--- src/rtl/rot_share_arbiter.sv ---
// rot_share_arbiter: round-robin arbiter in front of one shared right-rotate
// datapath. One requester is granted per cycle. Its word is rotated and held
// in a single-entry output register that has its own valid/ready handshake.
module rot_share_arbiter #(
  parameter int N = 10,          // data width and rotation modulus
  parameter int R = 4,           // number of requesters (R >= 2)
  parameter int A = $clog2(N),   // amount width, derived from N
  parameter int I = $clog2(R)    // requester-id width, derived from R
) (
  input  logic             clk,
  input  logic             reset,
  input  logic [R-1:0]     req_valid,
  input  logic [R*N-1:0]   req_data,
  input  logic [R*A-1:0]   req_amt,
  output logic [R-1:0]     req_ready,
  output logic             out_valid,
  output logic [N-1:0]     out_data,
  output logic [I-1:0]     out_id,
  input  logic             out_ready
);

  // Registered state
  logic         out_valid_q, out_valid_d;
  logic [N-1:0] out_data_q,  out_data_d;
  logic [I-1:0] out_id_q,    out_id_d;
  logic [I-1:0] ptr_q,       ptr_d;

  // Combinational intermediates
  logic         load;
  logic         grant_any;
  logic [I-1:0] gnt_id;
  logic [N-1:0] sel_data;
  logic [A-1:0] sel_amt;
  logic [A-1:0] amt_mod;
  logic [N-1:0] rot_data;

  // First valid requester at or after ptr, wrapping modulo R.
  function automatic logic [I-1:0] rr_pick(input logic [R-1:0] valid,
                                           input logic [I-1:0] ptr);
    logic         found;
    int           cand;
    logic [I-1:0] cand_idx;
    rr_pick = ptr;
    found   = 1'b0;
    for (int i = 0; i < R; i++) begin
      cand = int'(ptr) + i;
      if (cand >= R) cand = cand - R;
      cand_idx = I'(cand);
      if (!found && valid[cand_idx]) begin
        found   = 1'b1;
        rr_pick = cand_idx;
      end
    end
  endfunction

  // The output slot can take a new result when empty or being drained now.
  assign load      = !out_valid_q || out_ready;
  assign grant_any = |req_valid;

  // Round-robin grant selection from the current pointer.
  always_comb begin
    gnt_id = rr_pick(req_valid, ptr_q);
  end

  // Route the granted requester's word and amount to the shared rotator.
  always_comb begin
    // NOTE: every variable written here gets a default first, so no path
    // leaves it unassigned and no latch is inferred.
    sel_data = '0;
    sel_amt  = '0;
    for (int r = 0; r < R; r++) begin
      if (gnt_id == I'(r)) begin
        sel_data = req_data[r*N +: N];
        sel_amt  = req_amt[r*A +: A];
      end
    end
  end

  // Reduce the amount modulo N. The amount field holds less than 2*N, so a
  // single conditional subtract is enough. When N is a power of two the
  // compare never fires.
  always_comb begin
    amt_mod = sel_amt;
    if (int'(sel_amt) >= N) amt_mod = sel_amt - A'(N);
  end

  // Right-rotate: shifting the doubled word gives out[k] = word[(k+amt) mod N].
  always_comb begin
    rot_data = N'({sel_data, sel_data} >> amt_mod);
  end

  // One-hot acceptance toward the granted requester. It is forced low in reset.
  always_comb begin
    req_ready = '0;
    if (!reset && load && grant_any) req_ready[gnt_id] = 1'b1;
  end

  // Next-state: capture on grant, empty the slot when idle, hold under backpressure.
  always_comb begin
    out_valid_d = out_valid_q;
    out_data_d  = out_data_q;
    out_id_d    = out_id_q;
    ptr_d       = ptr_q;
    if (load) begin
      if (grant_any) begin
        out_valid_d = 1'b1;
        out_data_d  = rot_data;
        out_id_d    = gnt_id;
        ptr_d       = (gnt_id == I'(R - 1)) ? '0 : gnt_id + I'(1);
      end else begin
        out_valid_d = 1'b0;
      end
    end
  end

  // State registers. Asynchronous reset empties the slot and restarts the pointer.
  always_ff @(posedge clk or posedge reset) begin
    if (reset) begin
      // NOTE: sequential state uses non-blocking assignments, so every flop
      // samples pre-edge values regardless of statement order.
      out_valid_q <= 1'b0;
      out_data_q  <= '0;
      out_id_q    <= '0;
      ptr_q       <= '0;
    end else begin
      out_valid_q <= out_valid_d;
      out_data_q  <= out_data_d;
      out_id_q    <= out_id_d;
      ptr_q       <= ptr_d;
    end
  end

  assign out_valid = out_valid_q;
  assign out_data  = out_data_q;
  assign out_id    = out_id_q;

endmodule

--- config.mk ---
export PLATFORM = sky130hd
export DESIGN_NAME = rot_share_arbiter
export DESIGN_NICKNAME = d
export VERILOG_FILES = /design/src/rtl/rot_share_arbiter.sv
export SDC_FILE = /design/constraint.sdc
export NUM_CORES = 1
export LEC_CHECK = 0
export BUFFER_PORTS_ARGS = -buffer_cell sky130_fd_sc_hd__buf_2
export CORE_MARGIN = 3
export CORE_UTILIZATION = 50
export CTS_CLUSTER_SIZE = 25
export DETAILED_ROUTE_END_ITERATION = 10
export GPL_TIMING_DRIVEN = 0
export PLACE_DENSITY = 0.85
export SLEW_MARGIN = 5
export SYNTH_ARGS = -nofsm -noshare
export SYNTH_HDL_FRONTEND = slang
export SYNTH_SLANG_ARGS = --single-unit
--- constraint.sdc ---
create_clock -name clk -period 9.9 [get_ports clk]
set_input_delay 0.495 -clock clk [delete_from_list [all_inputs] [get_ports clk]]
set_output_delay 0.495 -clock clk [all_outputs]
set_load 0.005 [all_outputs]
==> results of run 1 <==
## registers in the layout, indices dropped and copies added (netlist names)
register	cells
out_data	10
out_id	2
out_valid	1
ptr_q	2
## area by class of cell
| class | count | area, um^2 |
|---|---|---|
| plain buffers | 14 | 78.8 |
| fillers | 312 | 1100 |
| clock buffers | 3 | 41.3 |
| well taps | 46 | 57.6 |
| flip-flops and latches | 15 | 375 |
| inverters | 18 | 67.6 |
| repair buffers | 79 | 395 |
| clock inverters | 1 | 7.51 |
| multi-input cells | 189 | 1370 |
## logic make-up after synthesis
logic type	after synthesis	share of synthesized area
DFF	15	0.198
adders and majority gates	5	0.0330
buffers and inverters	32	0.0772
AOI/OAI and AO/OA	87	0.354
and+or+nand+nor	81	0.232
muxes	16	0.106
## report_power, final
group          switching (uW)  total (uW)  internal [uW]
Clock                    22.2        50.4           28.3
Sequential               14.5         105           90.1
Combinational             412         753            341
Total                     449         908            459
## metal layers
layer	vias up	GRT usage	share of wire
li1	1069	-	-
met1	948	0.311	0.45
met2	96	0.413	0.47
met3	9	0.0216	0.073
met4	0	0.0582	0.014
met5	-	0	0
## placed cells by master (no fill, tap or decap), types with 4 or more instances in the layout
master,instances
a211oi_1,6
a21o_1,5
a21oi_1,22
a221o_1,14
a22oi_1,6
and2_1,5
and3_1,4
buf_2,85
clkbuf_1,5
dfrtp_1,15
ha_1,5
inv_1,16
mux2i_1,11
nand2_1,19
nand3_1,5
nand3b_1,8
nor2_1,16
nor2b_1,7
o21ai_0,6
## final timing paths
kind | startpoint | endpoint | slack [ns] | cells after the start
setup / recovery | ptr_q[1] | out_data[3] | 5.97 | 15
hold / removal | reset | out_data[7] | 0.33 | 2
setup reg to reg | ptr_q[1] | out_data[3] | 5.97 | 15
hold reg to reg | out_data[6] | out_data[6] | 0.49 | 1
max in group asynchronous | reset | out_data[1] | 9.16 | 2
min in group clk | out_data[6] | out_data[6] | 0.49 | 1
## stage by stage
stage               hold slack [ns]  worst slack, ns   util  cell area (um^2)  total power (uW)
floorplan                     0.417             6.45      -              1900               694
global placement              0.461             6.00  0.672              2350               832
detailed placement            0.483             5.87  0.672              2350               844
CTS                           0.356             6.00  0.686              2400               902
global route                  0.395             5.66  0.686              2400               996
finish                        0.326             5.97  0.686              2400               908
==> summary.md, run 1 <==
| Metric | Value |
|---|---|
| Setup Buffers After CTS | `0` |
| Max frequency | `255 MHz` |
| Reg clk slew, reported paths | `around 0.06 ns` |
| CTS root buf | `clkbuf_8` |
| Yosys reg bits | `15` |
| PostCTS Resize Cnt | `0` |
| Mean post-synth cell area | `between 8 and 9 um^2` |
| Max-Slew Margin vs Limit | `0.447` |
| Grt ovf | `0` |
| Yosys warns | `0` |
| Row count | `21` |
| Worst Hold Class | `primary input to asynchronous set/reset pin` |
| Crit-path cells | `inv_1 > a21oi_1 > o22a_1 > o21ai_0 > inv_1 > ha_1 > nand3b_1 > a211oi_4 > inv_2 > ha_1 > a21oi_1 > clkbuf_1 > nand3_1 > o211a_1 > a221o_1` |
| Finished Layout Cells | `365` |
| Post-Synthesis Cells | `236` |
| Final ANT Viol Nets | `0` |
| CP top delay family | `compound AO/OA/AOI/OAI gates` |
| # DRC | `0` |
| Clock Skew | `0.00362 ns` |
| N_diodes | `0` |
| Largest cells by area after synthesis | `dfrtp_1 20%, a221o_1 7.4%, a21oi_1 5.8%` |
| Critical Path RT | `10.04 ns` |
| Port buffer count | `79` |
| Pwr dens | `around 380 nW/um^2` |
| Final setup viols | `0` |
| Initial drt markers | `153` |
| GRT Total Usage | `0.237` |
| Hold-fix buffers at CTS | `0` |
| Post-synthesis cell type count | `53` |
| Leakage | `0.00120 uW` |
| Initial antenna violation count | `0` |
| Largest net degree at the start of global routing | `20` |
| Max Slew Vio Count | `0` |
| First-pass DRT Iterations | `4` |
| Worst stage delay on the critical path | `0.41 ns` |
| Setup_tns | `0 ns` |
| CTS tree | `built` |
| Max_cap viols | `0` |
| Post-synth top cells | `22 x a21oi_1, 19 x nand2_1, 16 x inv_1, 16 x nor2_1, 15 x dfrtp_1` |
| Run status | `complete, no violations` |
| Synth Cell Area | `1900 um^2` |
| VDD IR max | `roughly 0.00019 V` |
| Final Hold Vio Count | `0` |
| Synth Flop Type | `dfrtp_1` |
| Die H | `67.6 um` |
| Dpl hpwl | `between 4 and 5 mm` |
| Sequential-to-total area share from yosys stat | `0.198` |
| Die area | `4570 um^2` |
| Critical path type | `register to register` |
| First-pass GRT wire length | `8.60 mm` |
| Core Region | `3490 um^2` |
| Boundary pin count | `80` |
| Biggest area consumer among synthesized cells | `dfrtp_1` |
| Vias in the first global route | `1995` |
| Post-synth top area share | `0.198` |
| Slowest CP cell | `dfrtp_1` |
| Clock Latency Late Sink | `0.25 ns` |
| Routed vias | `about 2100` |
| Total CTS buffers | `3` |
| Syn Nets | `304` |
| Worst slew pin tran | `0.830 ns` |
| CP Launch Type | `register` |
| Routed len/inst | `14.2 um` |
| Clock Sinks | `15` |
| Placer Congestion | `0.908` |
| Clock buffer depth | `2` |
| Critical path endpoint category | `register` |
| EDFF count, synth | `0` |
| Final wirelength | `slightly above 5 mm` |
| RSZ-0062 raised after global routing | `no` |
| Worst Path Buf+Inv | `4` |
| Die width | `67.6 um` |
| Crit Path Max Fanout | `10` |
| Crit share post-route | `0.397` |
| Final #Nets | `388` |
| Area Growth Syn to Fin | `26.5%` |
| Final Critical Period | `3.93 ns` |
| H-tree depth | `1` |
| Initial Util | `0.542` |
| Layout cells sized above 1 | `0.339` |
| Top-count cell post-synth | `a21oi_1` |
| CP arrival | `slightly above 4 ns` |
| Placed cells | `361` |
| Ys async rst share | `1.00` |
| Vias per std cell | `5.81` |
No activity file was read; power rests on OpenSTA's default activity.
==> run 2, diff against run 1 <==
--- a/config.mk
+++ b/config.mk
@@ -5,13 +5,14 @@
 export SDC_FILE = /design/constraint.sdc
 export NUM_CORES = 1
 export LEC_CHECK = 0
+export ABC_AREA = 1
 export BUFFER_PORTS_ARGS = -buffer_cell sky130_fd_sc_hd__buf_2
 export CORE_MARGIN = 3
 export CORE_UTILIZATION = 50
 export CTS_CLUSTER_SIZE = 25
 export DETAILED_ROUTE_END_ITERATION = 10
 export GPL_TIMING_DRIVEN = 0
-export PLACE_DENSITY = 0.85
+export PLACE_DENSITY = 0.82
 export SLEW_MARGIN = 5
 export SYNTH_ARGS = -nofsm -noshare
 export SYNTH_HDL_FRONTEND = slang
==> constraint.sdc (replaced) <==
create_clock -name clk -period 3.7 [get_ports clk]
set_input_delay 0.185 -clock clk [delete_from_list [all_inputs] [get_ports clk]]
set_output_delay 0.185 -clock clk [all_outputs]
set_load 0.005 [all_outputs]
==> run 2 against run 1 <==
  * The flow now finishes with violations (hold timing)
  * First-iteration DRC count increased by 71%
  * Utilization is 0.31 points lower
  * Final cell count up 53%
==> summary.md, run 2 <==
| Metric | Value |
|---|---|
| Run status | `finished, violations left` |
| Failing checks | `hold timing` |
| Final wirelength | `6.74 mm` |
| Synth Flop Type | `dfrtp_1` |
| Largest net degree at the start of global routing | `17` |
| Hold_ws | `-0.0220 ns` |
| Mean post-synth cell area | `5.58 um^2` |
| Worst Hold Class | `primary input to asynchronous set/reset pin` |
| Top-count cell post-synth | `nand2_1` |
| Clock Latency Late Sink | `0.25 ns` |
| Largest cells by area after synthesis | `nand2_1 31%, dfrtp_1 16%, nand3_1 14%` |
| Commonest non-fill, non-tap cell in the layout | `nand2_1` |
| GRT Total Usage | `0.231` |
| Final Hold Vio Count | `15` |
| Finished Layout Cells | `approximately 560` |
| Clock buffer depth | `2` |
| H-tree depth | `1` |
| Routed vias | `just under 3000` |
| Initial drt markers | `261` |
| Ys async rst share | `1.00` |
| Hold-fix buffers at CTS | `0` |
| Most frequent cells in the layout | `187 x nand2_1, 85 x buf_2, 62 x nand3_1` |
| Layout cells sized above 1 | `0.324` |
| Grt ovf | `0` |
| Max-Slew Margin vs Limit | `0.620` |
| Crit share post-route | `0.964` |
| Max Slew Vio Count | `0` |
| Worst Path Buf+Inv | `8` |
| Post-synthesis cell type count | `26` |
| # DRC | `0` |
| CTS root buf | `clkbuf_8` |
| Row count | `24` |
| Clock Sinks | `15` |
| Max_cap viols | `0` |
| First-pass DRT Iterations | `4` |
| Yosys reg bits | `15` |
| Initial antenna violation count | `0` |
| DP Worst Slack | `0.0118 ns` |
| Post-Synthesis Cells | `~400` |
| Most common cell on crit path | `nand2_1` |
| Yosys warns | `0` |
| Vias in the first global route | `2522` |
| Boundary pin count | `80` |
| Critical Path RT | `3.89 ns` |
| CP top delay family | `simple AND/OR/NAND/NOR gates` |
| Sequential-to-total area share from yosys stat | `0.163` |
| Worst slew pin tran | `about 0.57 ns` |
| Dpl hpwl | `5.09 mm` |
| Die area | `5450 um^2` |
| Initial Util | `0.524` |
| Clock Skew | `0.00360 ns` |
| Area Growth Syn to Fin | `30.3%` |
| Routed len/inst | `12.1 um` |
| Vias per std cell | `5.21` |
| Die width | `73.8 um` |
| Final #Nets | `575` |
| Crit Path Max Fanout | `8` |
| Final Critical Period | `between 3 and 4 ns` |
| Area post-placement | `2760 um^2` |
| Max reg flops | `10` |
| Post-synth top cells | `192 x nand2_1, 64 x nand3_1, 26 x inv_1, 22 x a21oi_1, 16 x nor2_1` |
| Post-synth top area share | `0.314` |
| Critical path type | `register to register` |
| Placed cells | `between 500 and 600` |
| Die H | `73.8 um` |
| Biggest area consumer among synthesized cells | `nand2_1` |
| Syn Nets | `between 400 and 500` |
| EDFF count, synth | `0` |
| Worst stage delay on the critical path | `0.41 ns` |
| CP Launch Type | `register` |
| CP arrival | `3.76 ns` |
| First-pass GRT wire length | `between 10 and 15 mm` |
| Max frequency | `~280 MHz` |
| Placer Congestion | `0.845` |
| Slowest CP cell | `dfrtp_1` |
| Total CTS buffers | `3` |
| Critical path endpoint category | `register` |
| Final ANT Viol Nets | `0` |
| Core Region | `4380 um^2` |
| N_diodes | `0` |
| Final setup viols | `0` |
| Final Cell Area | `2990 um^2` |
| Fillers | `~400` |
| Reg clk slew, reported paths | `approximately 0.060 ns` |
| CTS tree | `built` |
| Setup ws final | `around 0.13 ns` |
| Port buffer count | `79` |
| Synth Cell Area | `around 2300 um^2` |
[run 2: path summary, 6_finish.rpt]
check | startpoint | cells after the start | slack [ns] | end
setup / recovery | ptr_q[0] | 27 | 0.13 | out_data[2]
hold / removal | reset | 2 | -0.02 | out_data[7]
setup reg to reg | ptr_q[0] | 27 | 0.13 | out_data[2]
hold reg to reg | out_data[8] | 2 | 0.47 | out_data[8]
max in group asynchronous | reset | 2 | 3.35 | out_data[5]
min in group clk | out_ready | 2 | 0.13 | out_valid
[run 2: worst register-to-register path, stage by stage (launching register included)]
cell and delay, ns:
dfrtp_1 0.41, buf_2 0.16, nand2_1 0.06, o21ai_1 0.07
o21ai_0 0.27, nand2_1 0.12, inv_1 0.09, nand2_2 0.08
nand2_4 0.10, xor2_4 0.20, inv_2 0.06, ha_2 0.18
buf_6 0.14, inv_6 0.07, nand3_1 0.06, nand2_1 0.07
nand2_1 0.05, nand2_2 0.11, inv_4 0.06, ha_1 0.28
inv_2 0.08, nor2_1 0.07, a21oi_4 0.23, buf_6 0.16
nand3_2 0.10, nand3_2 0.08, nand3_1 0.09, nand2_1 0.07
[run 2: stage by stage]
| stage | TNS [ns] | utilization |
|---|---|---|
| after detailed placement | 0 | 0.629 |
| after floorplan | 0 | - |
| after global routing | -0.889 | 0.683 |
| final | 0 | 0.683 |
| after CTS | -0.00876 | 0.640 |
| after global placement | 0 | 0.629 |
[run 2: routing by layer]
metal	vias up	part of all wire	track usage
met4	0	0.0093	0.0302
met3	8	0.051	0.0233
li1	1497	-	-
met2	92	0.53	0.420
met5	-	0	0
met1	1311	0.41	0.298
[run 2: cells by family (layout without fill, tap and decap cells)]
| family | count (synthesis) | in the layout | synth area share |
|---|---|---|---|
| AO/OA/AOI/OAI | 39 | 39 | 0.101 |
| XOR/XNOR | 2 | 2 | 0.0142 |
| adder cells (fa/ha/maj) | 5 | 5 | 0.0272 |
| buffers and inverters | 52 | 146 | 0.125 |
| flip-flops | 15 | 15 | 0.163 |
| AND/OR/NAND/NOR | 299 | 299 | 0.569 |
[run 2: cell type report]
class	instances	area, um^2	area share
Multi-Input combinational cell	345	1720	0.574
Timing Repair Buffer	91	490	0.164
Sequential cell	15	375	0.125
Buffer	19	156	0.0522
Inverter	32	144	0.0481
Tap cell	52	65.1	0.0217
Clock buffer	4	45.0	0.0150
[run 2: repair_timing]
action / in CTS / in global routing
endpoints found under the setup margin: 1 / 10
resized for setup: 0 / 34
cloned: 0 / 2
buffers inserted: 0 / 10
pin swaps: 0 / 11
Power of run 2 is left out: the tool's default activity adds up to more than one toggle a clock period on the data nets, which glitch-free logic cannot reach.
==> run 3, diff against run 2 <==
--- a/config.mk
+++ b/config.mk
@@ -12,7 +12,7 @@
 export CTS_CLUSTER_SIZE = 25
 export DETAILED_ROUTE_END_ITERATION = 10
 export GPL_TIMING_DRIVEN = 0
-export PLACE_DENSITY = 0.82
+export PLACE_DENSITY = 0.8
 export SLEW_MARGIN = 5
 export SYNTH_ARGS = -nofsm -noshare
 export SYNTH_HDL_FRONTEND = slang
==> run 3 against run 2 <==
  * The run still ends with hold timing left
  * Wire length down 3.9%
  * Sequential share of layout area increased by 0.20 points
  * Sequential cell count did not move
  * Clock skew shrank 0.0023 ns
  * Largest cell class unchanged
  * First-iteration DRC count fell by 17%
  * Final cell count fell by 0.18%
==> summary.md, run 3 (same netlist as run 2, synthesis figures left out) <==
| Metric | Value |
|---|---|
| Die H | `73.8 um` |
| Worst stage delay on the critical path | `0.39 ns` |
| Util after Layout | `0.672` |
| Total CTS buffers | `3` |
| Final Hold Vio Count | `15` |
| Row count | `24` |
| Clock Skew | `~0.0013 ns` |
| Crit share post-route | `0.955` |
| Reg2reg start | `ptr_q[0]` |
| Final #Nets | `between 500 and 600` |
| Critical path type | `register to register` |
| Worst slew pin tran | `0.582 ns` |
| Area Growth Syn to Fin | `28.2%` |
| N_diodes | `0` |
| Clock buffer depth | `2` |
| Initial Util | `0.524` |
| Final setup viols | `0` |
| Max frequency | `~280 MHz` |
| Worst Hold Class | `primary input to asynchronous set/reset pin` |
| Placer Congestion | `0.829` |
| H-tree depth | `1` |
| Hold-fix buffers at CTS | `0` |
| CTS root buf | `clkbuf_8` |
| Die area | `roughly 5400 um^2` |
| Max_cap viols | `0` |
| R2R depth | `27` |
| CTS tree | `built` |
| Crit path to | `out_data[3]` |
| Reg clk slew, reported paths | `0.06 ns` |
| # DRC | `0` |
| Largest net degree at the start of global routing | `17` |
| Commonest non-fill, non-tap cell in the layout | `nand2_1` |
| Final Critical Period | `3.53 ns` |
| Routed vias | `between 2000 and 3000` |
| Grt ovf | `0` |
| Dpl hpwl | `about 5.1 mm` |
| DP Worst Slack | `0.0265 ns` |
| Flop-to-flop setup slack | `0.17 ns` |
| Max Slew Vio Count | `0` |
| Initial antenna violation count | `0` |
| Crit Path Max Fanout | `10` |
| Slowest CP cell | `dfrtp_1` |
| Clock Sinks | `15` |
| First-pass DRT Iterations | `4` |
| CP Launch Type | `register` |
| Routed len/inst | `11.6 um` |
| Critical path endpoint category | `register` |
| Final wirelength | `~6.5 mm` |
| Port buffer count | `79` |
| Max-Slew Margin vs Limit | `0.611` |
| GRT Total Usage | `0.232` |
| Initial drt markers | `216` |
| Die width | `73.8 um` |
| Run status | `finished, violations left` |
| Placed cells | `543` |
| Critical Path Start | `ptr_q[0]` |
| Vias in the first global route | `2535` |
| R2r endpoint | `out_data[3]` |
| Finished Layout Cells | `557` |
| First-pass GRT wire length | `10.4 mm` |
| Failing checks | `hold timing` |
| Layout cells sized above 1 | `0.313` |
| CP arrival | `3.72 ns` |
| Final ANT Viol Nets | `0` |
| Critical Path RT | `3.89 ns` |
| Setup ws final | `0.167 ns` |
| Hold_ws | `-0.00972 ns` |
| Max reg flops | `10` |
| Boundary pin count | `80` |
| Clock Latency Late Sink | `about 0.24 ns` |
| Most frequent cells in the layout | `189 x nand2_1, 85 x buf_2, 63 x nand3_1` |
| Core Region | `4380 um^2` |
| Vias per std cell | `~5` |
## run 3: final cells by class
type / instances / area [um^2]
Inverter: 32 / 136
Buffer: 20 / 164
Timing Repair Buffer: 89 / 468
Clock buffer: 4 / 45.0
Multi-Input combinational cell: 345 / 1690
Sequential cell: 15 / 375
Fill cell: 435 / 1440
Tap cell: 52 / 65.1
## run 3: metrics by stage
stage               instance area (um^2)  setup TNS, ns  hold slack (ns)
global route                        2950         -0.559           0.0280
global placement                    2760              0            0.264
CTS                                 2840              0           0.0143
floorplan                           2300              0           0.0947
detailed placement                  2760              0            0.278
finish                              2950              0         -0.00972
## run 3: per-layer routing
layer	vias to the layer above	track usage	routed length [um]
met5	-	0	0
met4	0	0.0121	36
met3	6	0.0205	287
met2	73	0.433	3400
met1	1299	0.301	2760
li1	1493	-	-
## run 3: how the worst min path moves through the flow
stage / start / to / slack [ns] / cells after the start
2_1_floorplan: reset / out_data[0] / 0.09 / 1
3_3_place_gp: reset / out_valid / 0.26 / 2
3_5_place_dp: reset / out_id[1] / 0.28 / 2
4_1_cts: reset / out_valid / 0.01 / 2
5_1_grt: reset / out_id[1] / 0.03 / 2
6_report: reset / out_id[1] / -0.01 / 2
## run 3: what timing repair did
| item | in CTS | in global routing |
|---|---|---|
| gates cloned | 0 | 2 |
| pin swaps | 0 | 6 |
| resized for setup | 5 | 19 |
| setup buffers | 1 | 7 |
| endpoints found under the setup margin | 2 | 10 |
## run 3: critical path, delay by kind of cell, from the launching register on
| family | cells | cell delay (ns) |
|---|---|---|
| xor+xnor | 2 | 0.40 |
| buf+inv | 8 | 0.89 |
| flops | 1 | 0.39 |
| compound gates | 2 | 0.36 |
| fa+ha+maj | 2 | 0.41 |
| simple gates | 13 | 1.01 |
Power of run 3 is left out for the same reason.
